--- config.mk ---
export PLATFORM = sky130hd
export DESIGN_NAME = instr_fetch_seq
export DESIGN_NICKNAME = d
export VERILOG_FILES = /design/src/rtl/instr_fetch_seq.sv
export SDC_FILE = /design/constraint.sdc
export NUM_CORES = 1
export LEC_CHECK = 0
export CAP_MARGIN = 20
export CORE_MARGIN = 3
export CORE_UTILIZATION = 45
export DETAILED_ROUTE_END_ITERATION = 10
export PLACE_DENSITY = 0.79
export SLEW_MARGIN = 10
export SYNTH_ARGS = -nofsm -noshare
export SYNTH_HDL_FRONTEND = slang
export SYNTH_SLANG_ARGS = --single-unit
--- constraint.sdc ---
create_clock -name clk -period 2.3 [get_ports clk]
set_input_delay 0.46 -clock clk [delete_from_list [all_inputs] [get_ports clk]]
set_output_delay 0.46 -clock clk [all_outputs]
set_load 0.01 [all_outputs]
--- src/rtl/instr_fetch_seq.sv ---
// ============================================================================
// Module   : instr_fetch_seq
// Brief    : Builds 16-bit instructions from a byte-wide instruction memory
//            (high byte first) and delivers them over a valid/ready handshake.
// Revision : 1.0 - initial release
// ============================================================================
`default_nettype none

module instr_fetch_seq #(
    parameter int                ADDR_W       = 8,
    parameter logic [ADDR_W-1:0] RESET_PC     = '0,
    parameter bit                HALT_ON_ZERO = 1'b1
) (
    input  logic              clk,
    input  logic              rst_n,
    output logic [ADDR_W-1:0] mem_addr,
    input  logic [7:0]        mem_data,
    output logic [15:0]       instr,
    output logic [ADDR_W-1:0] instr_pc,
    output logic              instr_valid,
    input  logic              instr_ready,
    input  logic              redirect,
    input  logic [ADDR_W-1:0] redirect_pc,
    output logic              halted
);

    localparam logic [1:0] FETCH_HI = 2'd0;
    localparam logic [1:0] FETCH_LO = 2'd1;
    localparam logic [1:0] HOLD     = 2'd2;
    localparam logic [1:0] HALT     = 2'd3;

    localparam logic [ADDR_W-1:0] c_one = ADDR_W'(1);
    localparam logic [ADDR_W-1:0] c_two = ADDR_W'(2);

    logic [1:0]        r_state;
    logic [ADDR_W-1:0] r_pc;
    logic [7:0]        r_hi_byte;
    logic [15:0]       r_instr;
    logic [ADDR_W-1:0] r_instr_pc;
    logic              r_valid;
    logic              r_halted;
    logic              w_handshake;

    assign w_handshake = r_valid & instr_ready;

    // Only the low-byte fetch looks past pc; every other state parks on pc.
    assign mem_addr    = (r_state == FETCH_LO) ? (r_pc + c_one) : r_pc;

    assign instr       = r_instr;
    assign instr_pc    = r_instr_pc;
    assign instr_valid = r_valid;
    assign halted      = r_halted;

    always_ff @(posedge clk or negedge rst_n) begin
        if (!rst_n) begin
            r_state    <= FETCH_HI;
            r_pc       <= RESET_PC;
            r_hi_byte  <= 8'h00;
            r_instr    <= 16'h0000;
            r_instr_pc <= RESET_PC;
            r_valid    <= 1'b0;
            r_halted   <= 1'b0;
        end else if (redirect) begin
            // A same-cycle handshake still completes; the held instruction is
            // simply retired and fetch restarts at the target without halting.
            r_pc     <= redirect_pc;
            r_valid  <= 1'b0;
            r_halted <= 1'b0;
            r_state  <= FETCH_HI;
        end else begin
            case (r_state)
                FETCH_HI: begin
                    r_hi_byte <= mem_data;
                    r_state   <= FETCH_LO;
                end
                FETCH_LO: begin
                    r_instr    <= {r_hi_byte, mem_data};
                    r_instr_pc <= r_pc;
                    r_valid    <= 1'b1;
                    r_pc       <= r_pc + c_two;
                    r_state    <= HOLD;
                end
                HOLD: begin
                    if (w_handshake) begin
                        r_valid <= 1'b0;
                        if (HALT_ON_ZERO && (r_instr == 16'h0000)) begin
                            r_halted <= 1'b1;
                            r_state  <= HALT;
                        end else begin
                            r_state  <= FETCH_HI;
                        end
                    end
                end
                HALT: begin
                    r_state <= HALT;
                end
                default: begin
                    r_state <= FETCH_HI;
                end
            endcase
        end
    end

endmodule

`default_nettype wire

=== Word level (Yosys, flattened, before mapping) ===
Cells that the tools add are included.

* Reductions and logical operators: 11
* Add/sub/neg operators: 2
* Equal/unequal tests: 4
* Bitwise operators: 2
* Muxes and demuxes: 14

{| class="wikitable"
|+ Operators with widths
! kind !! number
|-
| 8-bit 2-to-1 mux || 3
|-
| 16-bit logical NOT || 1
|-
| 8-bit by 1-bit adder with 8-bit output, second input constant || 1
|-
| 8-bit by 2-bit adder with 8-bit output, second input constant || 1
|-
| 2-bit one-hot mux with 4 select lines || 1
|-
| 2-bit nonzero test || 4
|-
| 1-bit 2-to-1 mux || 6
|-
| 2-bit 2-to-1 mux || 3
|-
| 2-bit AND reduction || 3
|-
| 2-bit equality test, second input constant || 2
|-
| 3-bit != test, second input constant || 1
|-
| 3-bit AND reduction || 1
|-
| 3-bit nonzero test || 1
|-
| 2-bit by 1-bit equality test with 1-bit output, second input constant || 1
|-
| 2-bit logical NOT || 1
|-
| 1-bit one-hot mux with 2 select lines || 1
|-
| 1-bit AND || 1
|-
| 1-bit NOT || 1
|}

* Register bits: 44

=== Logic depth before layout (Yosys ltp) ===
Gate-level depths: netlist (run 1).

* Word-level depth: 5
* Gate-level depth with buffers: 7

=== Least setup slack after synthesis (run 1) ===
Ideal clock, no wire load.

* Path kind: register to output
* Start: register r_pc[1]
* End: output port mem_addr[5]
* Arrival: 1.317 ns
* Buffers on the path: 1
* Slack: 0.523 ns
* Cell stages (with the launch flop): 6
* Required time: 1.840 ns
* Cells stage by stage: dfrtp_1 -> ha_1 -> and4b_2 -> buf_2 -> nand3_1 -> xnor2_1

* Longest elaborated chain between the ends: 2

{| class="wikitable"
|+ Ends and longest elaborated chain
! element !! RTL line !! source
|-
| start, declared || 36 || <nowiki>logic [ADDR_W-1:0] r_pc;</nowiki>
|-
| start signal, assigned || 66 || <nowiki>r_pc <= redirect_pc;</nowiki>
|-
| start signal, assigned || 80 || <nowiki>r_pc <= r_pc + c_two;</nowiki>
|-
| 8-bit by 1-bit adder with 8-bit output || 47 || <nowiki>assign mem_addr = (r_state == FETCH_LO) ? (r_pc + c_one) : r_pc;</nowiki>
|-
| 8-bit 2-to-1 mux || 47 ||
|-
| end, declared || 16 || <nowiki>output logic [ADDR_W-1:0] mem_addr,</nowiki>
|}

No other way between the ends.

=== Final worst setup path (run 1) ===
* Start: register r_pc[1]
* End: output port mem_addr[7]

The elaborated chain is that of the path after synthesis.

==> run metrics, run 1 <==
status finished clean; hold buffer count at cts 0; critical path launch point r_pc[1]; Wirelength per Cell 15.4 microns; Placement Cell Area 2730 sq um; area fraction in compound gates after synthesis 4.13%; post-detailed-route via-to-cell ratio 5.26; sequential cell area 1100 sq um; total DRC errors in the routed layout 0; minimum hold slack 0.216 ns; pin count of the biggest net entering global routing 45; Post-Synthesis Cells 162; share of the cycle needed by the critical path after routing 93.6%; Power Dens Cells 1140 nW/um^2; estimated wirelength of the detail-placed design 3150 microns; worst stage delay on the critical path 0.38 ns; R2R Path End instr[9]; number of buffers between clock root and the deepest sink 2; worst flop-to-flop path startpoint r_state[1]; YS warnings 0; initial antenna violation count 0; total global-route track usage 17.3%; sequential share of the synthesized area 51.2%; number of antenna repair diodes 0; number of CTS-inserted buffers 5; largest family of logic cells by synthesized area multiplexers; width of the die 75.1 microns; nature of the critical path endpoint primary output; number of failing setup endpoints in the final timing report 0; adder-cell area share of the yosys netlist 1.16%; die area 5650 sq um; die span in y 75.1 microns; Synth Net Count 184; via total after detailed routing 1461; clock transition at the registers of the reported paths 0.09 ns; final standard cell count with taps included and fillers excluded 278; Critical Path Start Type flip-flop; final hold violations 0; fraction of final layout cells sized beyond drive strength 1 28.3%; Max Cap Viol 0; Worst EP required 1.84 ns; post-synthesis sequential element count 44; Max Slew Vio Count 0; global-route wire length before repair 7320 microns; post-synthesis share of cell area spent on and, or, nand and nor gates 11.4%; CP Max Fanout 6; clock latency reported for the late side of the worst-skew pair 0.30 ns; number of global-route vias before repair 1478; input/output buffers 53; Synth-to-Final Area Change 33.3%; maximum clock frequency 0.465 GHz; clock tree from TritonCTS done; count of fill cells added during filler insertion 362; per-instance average area after synthesis 13.3 sq um; initial standard-cell utilization of the core 48.1%; r2r setup slk 0.64 ns; Post-DRT Antenna Nets 0; transition time at the pin with the least slew margin 0.541 ns; Root Driver clkbuf_8; Tightest Hold Check Type input port to async pin; Detailed Route Iter0 Violations 44; I/O Pins 54; library cells used by synthesis 31; post-layout minimum cycle time 2.15 ns; count of clock tree sinks 44; cell at the slowest stage of the critical path dfrtp_1; worst-case headroom to the max-slew limit 63.9%; Worst Clk Skew 0.00786 ns; Worst IR Drop VDD 704 uV; R2R depth 5; weighted congestion at the end of routability-driven global placement 0.757; critical path start-end classification flip-flop to primary output; number of nets in the layout 247; DRT Wirelength 4300 microns; FP Rows 24; placed cells 267; share of the core filled with cells 64.1%; synthesized-area fraction occupied by xor and xnor cells 4.07%; unrepaired setup endpoints after global routing false; area of the multi-input gates 915 sq um; Data arrival, critical path 1.69 ns; ordered list of cells on the worst path ha_1, and4b_2, nand3_1, xnor2_1, dlygate4sd2_1; area inside the core boundary 4470 sq um; capture point of the critical path mem_addr[7]; leading cell types in the layout, fill and taps excluded 44 x dfrtp_1, 44 x clkdlybuf4s50_1, 20 x mux2_4, 14 x mux2_2, 14 x buf_4; Netlist Area Pre-Place 2150 sq um; standby leakage power 1.29 nW; number of levels the H-tree was split into 2; final std cell area, no fill 2870 sq um; number of detailed-routing iterations run before antenna repair 4; multiplexer share of the synthesized area 21.8%; global-route congestion overflow total 0; total negative slack for setup checks 0 ns
==> power breakdown <==
group / switching, mW / leakage (nW) / internal, mW
Combinational: 0.472 / 0.711 / 0.905
Sequential: 0.235 / 0.530 / 1.08
Clock: 0.268 / 0.0541 / 0.321
Total: 0.976 / 1.29 / 2.30
==> synthesized netlist by cell type (all sizes together) <==
| library cell | instances | area share [%] |
|---|---|---|
| nor2b | 2 | 1.3 |
| nand2b | 1 | 0.29 |
| and2 | 1 | 0.29 |
| o21ai | 4 | 0.93 |
| mux2 | 34 | 21 |
| and3 | 2 | 0.58 |
| a311o | 1 | 0.47 |
| o22ai | 2 | 0.58 |
| and3b | 1 | 0.47 |
| buf | 8 | 4.7 |
| dfrtp | 44 | 51 |
| mux2i | 1 | 0.47 |
| a21oi | 1 | 0.23 |
| nand2 | 8 | 1.4 |
| ha | 2 | 1.2 |
| a211oi | 2 | 0.70 |
| nor4 | 4 | 1.2 |
| xor2 | 3 | 1.2 |
| nor2 | 6 | 1.0 |
| nand4 | 2 | 0.58 |
| clkbuf | 4 | 0.70 |
| nand3b | 2 | 0.70 |
| xnor2 | 7 | 2.9 |
| inv | 5 | 0.87 |
| and4b | 2 | 1.0 |
| nand3 | 9 | 2.1 |
| nor3 | 1 | 0.47 |
| a211o | 3 | 1.2 |
==> routing by layer <==
metal,GRT usage (%),wire length (microns),vias up
met5,0,0,-
met4,5.24,43,0
met3,4.81,203,5
met2,27.8,2180,35
met1,22.8,1870,725
li1,-,-,696
==> critical path: cells and delay by family, from the launching register on <==
kind                       cells  cell delay, ns
and+or+nand+nor                2            0.40
buffers and inverters          1            0.28
xor gates and xnor gates       1            0.11
DFF                            1            0.38
adders and majority gates      1            0.23
==> metrics by stage <==
step           total power [mW]  setup WS [ns]
5_1_grt                    3.47         0.0357
6_report                   3.28          0.148
2_1_floorplan              2.04          0.523
3_5_place_dp               2.72          0.188
3_3_place_gp               2.67          0.205
4_1_cts                    3.32         0.0164
==> logic make-up after synthesis <==
| kind of cell | after synthesis |
|---|---|
| simple gates | 41 |
| compound gates | 13 |
| buf+inv | 17 |
| mux | 35 |
| flops | 44 |
| fa+ha+maj | 2 |
| xor+xnor | 10 |
==> what timing repair did <==
item,CTS,global route
setup buffers,3,0
pin swaps,0,0
gates resized for setup,4,4
setup endpoints to repair,6,4
==> state kept, by name, summed over array words and instances, names as in the netlist <==
signal / flops
instr_pc: 8
instr: 16
halted: 1
instr_valid: 1
r_state: 2
r_hi_byte: 8
r_pc: 8
==> layout make-up <==
| cell class | instances | share of cell area (%) |
|---|---|---|
| flip-flops and latches | 44 | 38.4 |
| multi-input cells | 101 | 31.9 |
| repair buffers | 68 | 22.9 |
| clock buffers | 5 | 2.40 |
| well taps | 52 | 2.27 |
| clock inverters | 3 | 1.48 |
| inverters | 5 | 0.655 |
==> worst min path at each step <==
stage / startpoint / to / slack, ns / cells past startpoint
after floorplan: rst_n / halted / 0.16 / 0
after detailed placement: r_hi_byte[2] / r_hi_byte[2] / 0.49 / 1
after global routing: rst_n / instr[7] / 0.27 / 2
final: rst_n / instr[15] / 0.22 / 2
after global placement: r_hi_byte[0] / instr[8] / 0.48 / 1
after CTS: rst_n / instr[7] / 0.24 / 2
No activity file was read; power rests on OpenSTA's default activity.
==> run 2: changes to the inputs <==
Settings changed: ABC_AREA set to 1, CORE_UTILIZATION 45 to 52, PLACE_DENSITY 0.79 to 0.9.
==> run 2 against run 1 <==
  * Critical path depth unchanged
  * Worst hold slack worse by 0.087 ns
  * Sequential power is 7% lower
  * Sequential share of layout area is 1.5 points higher
  * Global-route usage up 4.0 points
  * Non-clock buffer count shrank 6
  * Power fell by 14%
  * First-iteration DRC count rose to 3.7 times the previous value
  * Critical endpoint is now mem_addr[2]
  * Largest power group is now sequential cells
  * Highest routed layer unchanged
==> run metrics, run 2 <==
standby leakage power 1.36 nW; Area contributors post-synth dfrtp_1 54%, nand2_1 14%, o21ai_0 7.1%; Wirelength per Cell 13.5 microns; share of the cycle needed by the critical path after routing 96.8%; die span in y 68.7 microns; number of antenna repair diodes 0; hold buffer count at cts 0; initial antenna violation count 0; total negative slack for setup checks 0 ns; YS warnings 0; dominant synthesized flop cell dfrtp_1; Synth-to-Final Area Change 35.1%; input/output buffers 53; final hold violations 0; count of fill cells added during filler insertion 264; sequential share of the synthesized area 53.9%; DRT Wirelength 4770 microns; CP Max Fanout 3; total DRC errors in the routed layout 0; Post-Synthesis Cells 243; count of clock tree sinks 44; Worst EP required 1.84 ns; die area 4720 sq um; transition time at the pin with the least slew margin 0.480 ns; global-route wire length before repair 7500 microns; via total after detailed routing 1798; worst-case headroom to the max-slew limit 67.9%; number of global-route vias before repair 1671; critical path start-end classification flip-flop to primary output; clock transition at the registers of the reported paths 0.08 ns; width of the die 68.7 microns; worst flop-to-flop path startpoint r_state[1]; nature of the critical path endpoint primary output; Worst IR Drop VDD 600 uV; clock tree from TritonCTS done; number of failing setup endpoints in the final timing report 0; most frequent cells after synthesis 74 x nand2_1, 44 x dfrtp_1, 29 x o21ai_0, 25 x inv_1, 24 x nor2_1; clock latency reported for the late side of the worst-skew pair 0.29 ns; post-detailed-route via-to-cell ratio 5.09; I/O Pins 54; Root Driver clkbuf_8; number of CTS-inserted buffers 5; Data arrival, critical path 1.77 ns; Post-synth EDFFs 0; post-synthesis sequential element count 44; Netlist Area Pre-Place 2040 sq um; r2r setup slk 0.67 ns; top-area cell type share of the netlist area 53.9%; Critical Path Start Type flip-flop; status finished clean; FP Rows 22; per-instance average area after synthesis 8.41 sq um; number of detailed-routing iterations run before antenna repair 5; met2 WL post-DR 2320 microns; Detailed Route Iter0 Violations 162; area inside the core boundary 3720 sq um; pin count of the biggest net entering global routing 45; number of levels the H-tree was split into 2; initial standard-cell utilization of the core 55.0%; DRT met1 WL 2080 microns; weighted congestion at the end of routability-driven global placement 0.814; most common cell in the netlist nand2_1; estimated wirelength of the detail-placed design 3350 microns; Tightest Hold Check Type input port to async pin; library cells used by synthesis 26; fraction of final layout cells sized beyond drive strength 1 10.5%; Post-DRT Antenna Nets 0; length of routed met3 wiring 310 microns; number of nets in the layout 327; top routing layer in use met4; Power Dens Cells 1020 nW/um^2; number of buffers between clock root and the deepest sink 2; Worst Clk Skew 0.00614 ns; maximum clock frequency 0.449 GHz; Max Slew Vio Count 0; flip-flop count of the largest register after layout 16; Max Cap Viol 0; total global-route track usage 21.3%; R2R Path End r_pc[5]; global-route congestion overflow total 0; post-layout minimum cycle time 2.23 ns; largest area contributor in the netlist dfrtp_1; leading cell types in the layout, fill and taps excluded 74 x nand2_1, 47 x clkdlybuf4s50_1, 44 x dfrtp_1, 29 x o21ai_0, 24 x inv_1; Synth Net Count 265; most common library cell in the layout ignoring fill and taps nand2_1; R2R depth 6; share of synthesized registers carrying an async set or reset 100%; minimum hold slack 0.129 ns
run 2: critical path: stages, from the launching register on:
cell             delay [ns]
dfrtp_1                0.42
ha_1                   0.22
inv_2                  0.10
nor2_8                 0.05
xor2_1                 0.14
clkdlybuf4s50_1        0.56
run 2: worst max-delay path by stage:
stage | to | slack [ns] | start
floorplan | mem_addr[5] | 0.65 | r_pc[1]
global placement | mem_addr[5] | 0.15 | r_pc[1]
detailed placement | mem_addr[5] | 0.13 | r_pc[1]
CTS | mem_addr[6] | 0.02 | r_pc[1]
global route | mem_addr[7] | -0.02 | r_pc[2]
finish | mem_addr[2] | 0.07 | r_pc[0]
run 2: metrics by stage:
stage	power [mW]	cell area, sq um	cells	setup slack (ns)	utilization [%]
floorplan	1.73	2040	243	0.647	-
global placement	2.31	2640	342	0.147	70.9
detailed placement	2.35	2640	342	0.126	70.9
CTS	2.82	2750	353	0.0213	73.9
global route	3.01	2760	353	-0.0228	74.3
finish	2.82	2760	353	0.0727	74.3
run 2: final cells by class:
type	count	area [sq um]	area share, %
Clock buffer	5	68.8	2.49
Tap cell	48	60.1	2.17
Clock inverter	2	12.5	0.453
Timing Repair Buffer	62	604	21.9
Multi-Input combinational cell	163	803	29.1
Sequential cell	44	1100	39.9
Inverter	29	111	4.03
run 2: what timing repair did:
item | CTS | global route
endpoints found under the hold margin | 0 | 0
pin swaps | 1 | 0
setup buffers | 4 | 0
resized for setup | 6 | 4
setup endpoints to repair | 6 | 2
run 2: kinds of logic (layout without fill, tap and decap cells):
kind of cell	Yosys count	in the layout	synth area share, %
AND/OR/NAND/NOR	114	114	23.9
flip-flops	44	44	53.9
AO/OA/AOI/OAI	40	40	10.5
buffers and inverters	36	98	7.59
XOR/XNOR	7	7	3.00
adder cells (fa/ha/maj)	2	2	1.22
run 2: report_power, final:
group | internal, mW | switching (mW)
Clock | 0.206 | 0.251
Sequential | 1.03 | 0.195
Combinational | 0.591 | 0.543
Total | 1.83 | 0.990
run 2: layer usage:
metal / track usage (%) / vias up
li1: - / 877
met1: 27.1 / 825
met2: 36.0 / 85
met3: 4.05 / 11
met4: 7.79 / 0
met5: 0 / -
==> run 3: changes to the inputs <==
--- a/config.mk
+++ b/config.mk
@@ -12,4 +12,5 @@
 export DETAILED_ROUTE_END_ITERATION = 10
 export PLACE_DENSITY = 0.9
+export RECOVER_POWER = 50
 export SLEW_MARGIN = 10
 export SYNTH_ARGS = -nofsm -noshare
==> constraint.sdc (replaced) <==
create_clock -name clk -period 2.3 [get_ports clk]
set_input_delay 0.345 -clock clk [delete_from_list [all_inputs] [get_ports clk]]
set_output_delay 0.345 -clock clk [all_outputs]
set_load 0.01 [all_outputs]
==> run 3 against run 2 <==
  * Fmax about the same
  * Power is essentially flat
  * Die area unchanged
  * Via count shrank 2.2%
  * Sequential cell count did not move
  * Utilization is 1.2 points lower
  * Critical path type unchanged
  * Largest power group unchanged
  * Highest routed layer unchanged
==> run metrics, run 3 (synthesis gave the netlist of run 2 again) <==
status finished clean; pin count of the biggest net entering global routing 26; via total after detailed routing 1758; total DRC errors in the routed layout 0; estimated wirelength of the detail-placed design 3320 microns; leading cell types in the layout, fill and taps excluded 76 x nand2_1, 45 x clkdlybuf4s50_1, 44 x dfrtp_1, 29 x o21ai_0, 24 x inv_1; input/output buffers 53; I/O Pins 54; count of clock tree sinks 44; Worst Clk Skew 0.00811 ns; Data arrival, critical path 1.88 ns; final std cell area, no fill 2720 sq um; area inside the core boundary 3720 sq um; number of detailed-routing iterations run before antenna repair 4; share of the core filled with cells 73.1%; initial standard-cell utilization of the core 55.0%; clock tree from TritonCTS done; total negative slack for setup checks 0 ns; global-route wire length before repair 7320 microns; CP Max Fanout 4; worst stage delay on the critical path 0.58 ns; hold buffer count at cts 0; maximum clock frequency 0.449 GHz; fraction of final layout cells sized beyond drive strength 1 7.92%; R2R depth 5; weighted congestion at the end of routability-driven global placement 0.818; Detailed Route Iter0 Violations 157; count of fill cells added during filler insertion 291; number of buffers between clock root and the deepest sink 2; Critical Path Start Type flip-flop; clock latency reported for the late side of the worst-skew pair 0.30 ns; number of nets in the layout 324; Root Driver clkbuf_8; switching power total 0.962 mW; minimum hold slack 0.234 ns; worst-case headroom to the max-slew limit 24.8%; critical path start-end classification flip-flop to primary output; ordered list of cells on the worst path buf_4, ha_1, nand2_1, o21ai_0, clkdlybuf4s50_1; Max Slew Vio Count 0; Power Dens Cells 1040 nW/um^2; share of the cycle needed by the critical path after routing 96.9%; Logic pwr share 39.2%; Worst EP required 1.96 ns; Placement Cell Area 2610 sq um; global-route congestion overflow total 0; internal power 1.85 mW; FP Rows 22; standby leakage power 1.36 nW; post-layout minimum cycle time 2.23 ns; number of antenna repair diodes 0; die area 4720 sq um; nature of the critical path endpoint primary output; switching share of total power 34.2%; Worst IR Drop VDD 515 uV; die span in y 68.7 microns; placed cells 340; flip-flop count of the largest register after layout 16; number of global-route vias before repair 1577; Wirelength per Cell 13.3 microns; area of the multi-input gates 783 sq um; Max Cap Viol 0; number of CTS-inserted buffers 5; Post-DRT Antenna Nets 0; sequential cell area 1100 sq um; clock transition at the registers of the reported paths 0.08 ns; most common library cell in the layout ignoring fill and taps nand2_1; part of the power in the clock network 17.5%; initial antenna violation count 0; Crit path buffers/inverters 2; crit-path leading delay family buffers and inverters; cell at the slowest stage of the critical path clkdlybuf4s50_1; total global-route track usage 21.6%; number of failing setup endpoints in the final timing report 0; Stages on worst setup path 5; unrepaired setup endpoints after global routing false; post-detailed-route via-to-cell ratio 5.01; Synth-to-Final Area Change 32.9%; final standard cell count with taps included and fillers excluded 351; number of levels the H-tree was split into 2; proportion of power drawn by flip-flops and latches 43.3%; DRT Wirelength 4660 microns; Tightest Hold Check Type input port to async pin; width of the die 68.7 microns; final hold violations 0; transition time at the pin with the least slew margin 1.13 ns
run 3: cell types whose count changed in the layout (fill, tap and decap cells not counted), sizes merged:
cell and delta:
clkinvlp -1, dlygate4sd3 +1, dlymetal6s2s +3, buf -6
clkdlybuf4s15 -1, clkbuf +6, clkinv -1, dlygate4sd2 -1
clkdlybuf4s50 -2
run 3: power by group through the flow:
stage	combinational [mW]	clock (mW)	sequential, mW
CTS	1.12	0.497	1.22
floorplan	0.438	0	1.30
global placement	1.07	0	1.23
global route	1.23	0.532	1.25
detailed placement	1.10	0	1.24
finish	1.10	0.492	1.22
run 3: repair_timing:
| action | CTS | global route |
|---|---|---|
| gates resized for setup | 5 | 4 |
| hold endpoints to repair | 0 | 0 |
| endpoints found under the setup margin | 3 | 4 |
| setup buffers | 3 | 0 |
| pin swaps | 0 | 1 |
run 3: worst reg2reg max path, stage by stage, from the launching register on:
cell	delay, ns
dfrtp_1	0.44
nor2_1	0.15
nand2_1	0.38
buf_4	0.38
nand2_1	0.08
o21ai_0	0.08
run 3: path summary, 6_finish.rpt:
path | startpoint | endpoint | slack (ns)
worst min register to register | r_hi_byte[7] | instr[15] | 0.47
worst min-delay path | rst_n | instr_pc[0] | 0.23
worst max-delay path | r_pc[1] | mem_addr[1] | 0.07
worst max register to register | r_state[1] | instr[6] | 0.67
max in group asynchronous | rst_n | instr[12] | 0.89
min in group clk | r_hi_byte[7] | instr[15] | 0.47
run 3: stage by stage:
step / setup WS [ns] / total power [mW]
after floorplan: 0.762 / 1.73
after global placement: 0.191 / 2.30
after detailed placement: 0.163 / 2.33
after CTS: 0.00662 / 2.84
after global routing: 0.00531 / 3.01
final: 0.0705 / 2.81
run 3: final cells by class:
cell class	instances	share of cell area, %
repair buffers	59	21.0
multi-input cells	163	28.8
well taps	48	2.21
flip-flops and latches	44	40.5
inverters	29	4.10
clock buffers	8	3.32
run 3: per-layer routing:
layer  share of wire, %  GRT usage [%]
met3                5.0           5.19
met1                 44           27.7
met2                 49           34.7
met4                1.6           9.73
met5                  0              0
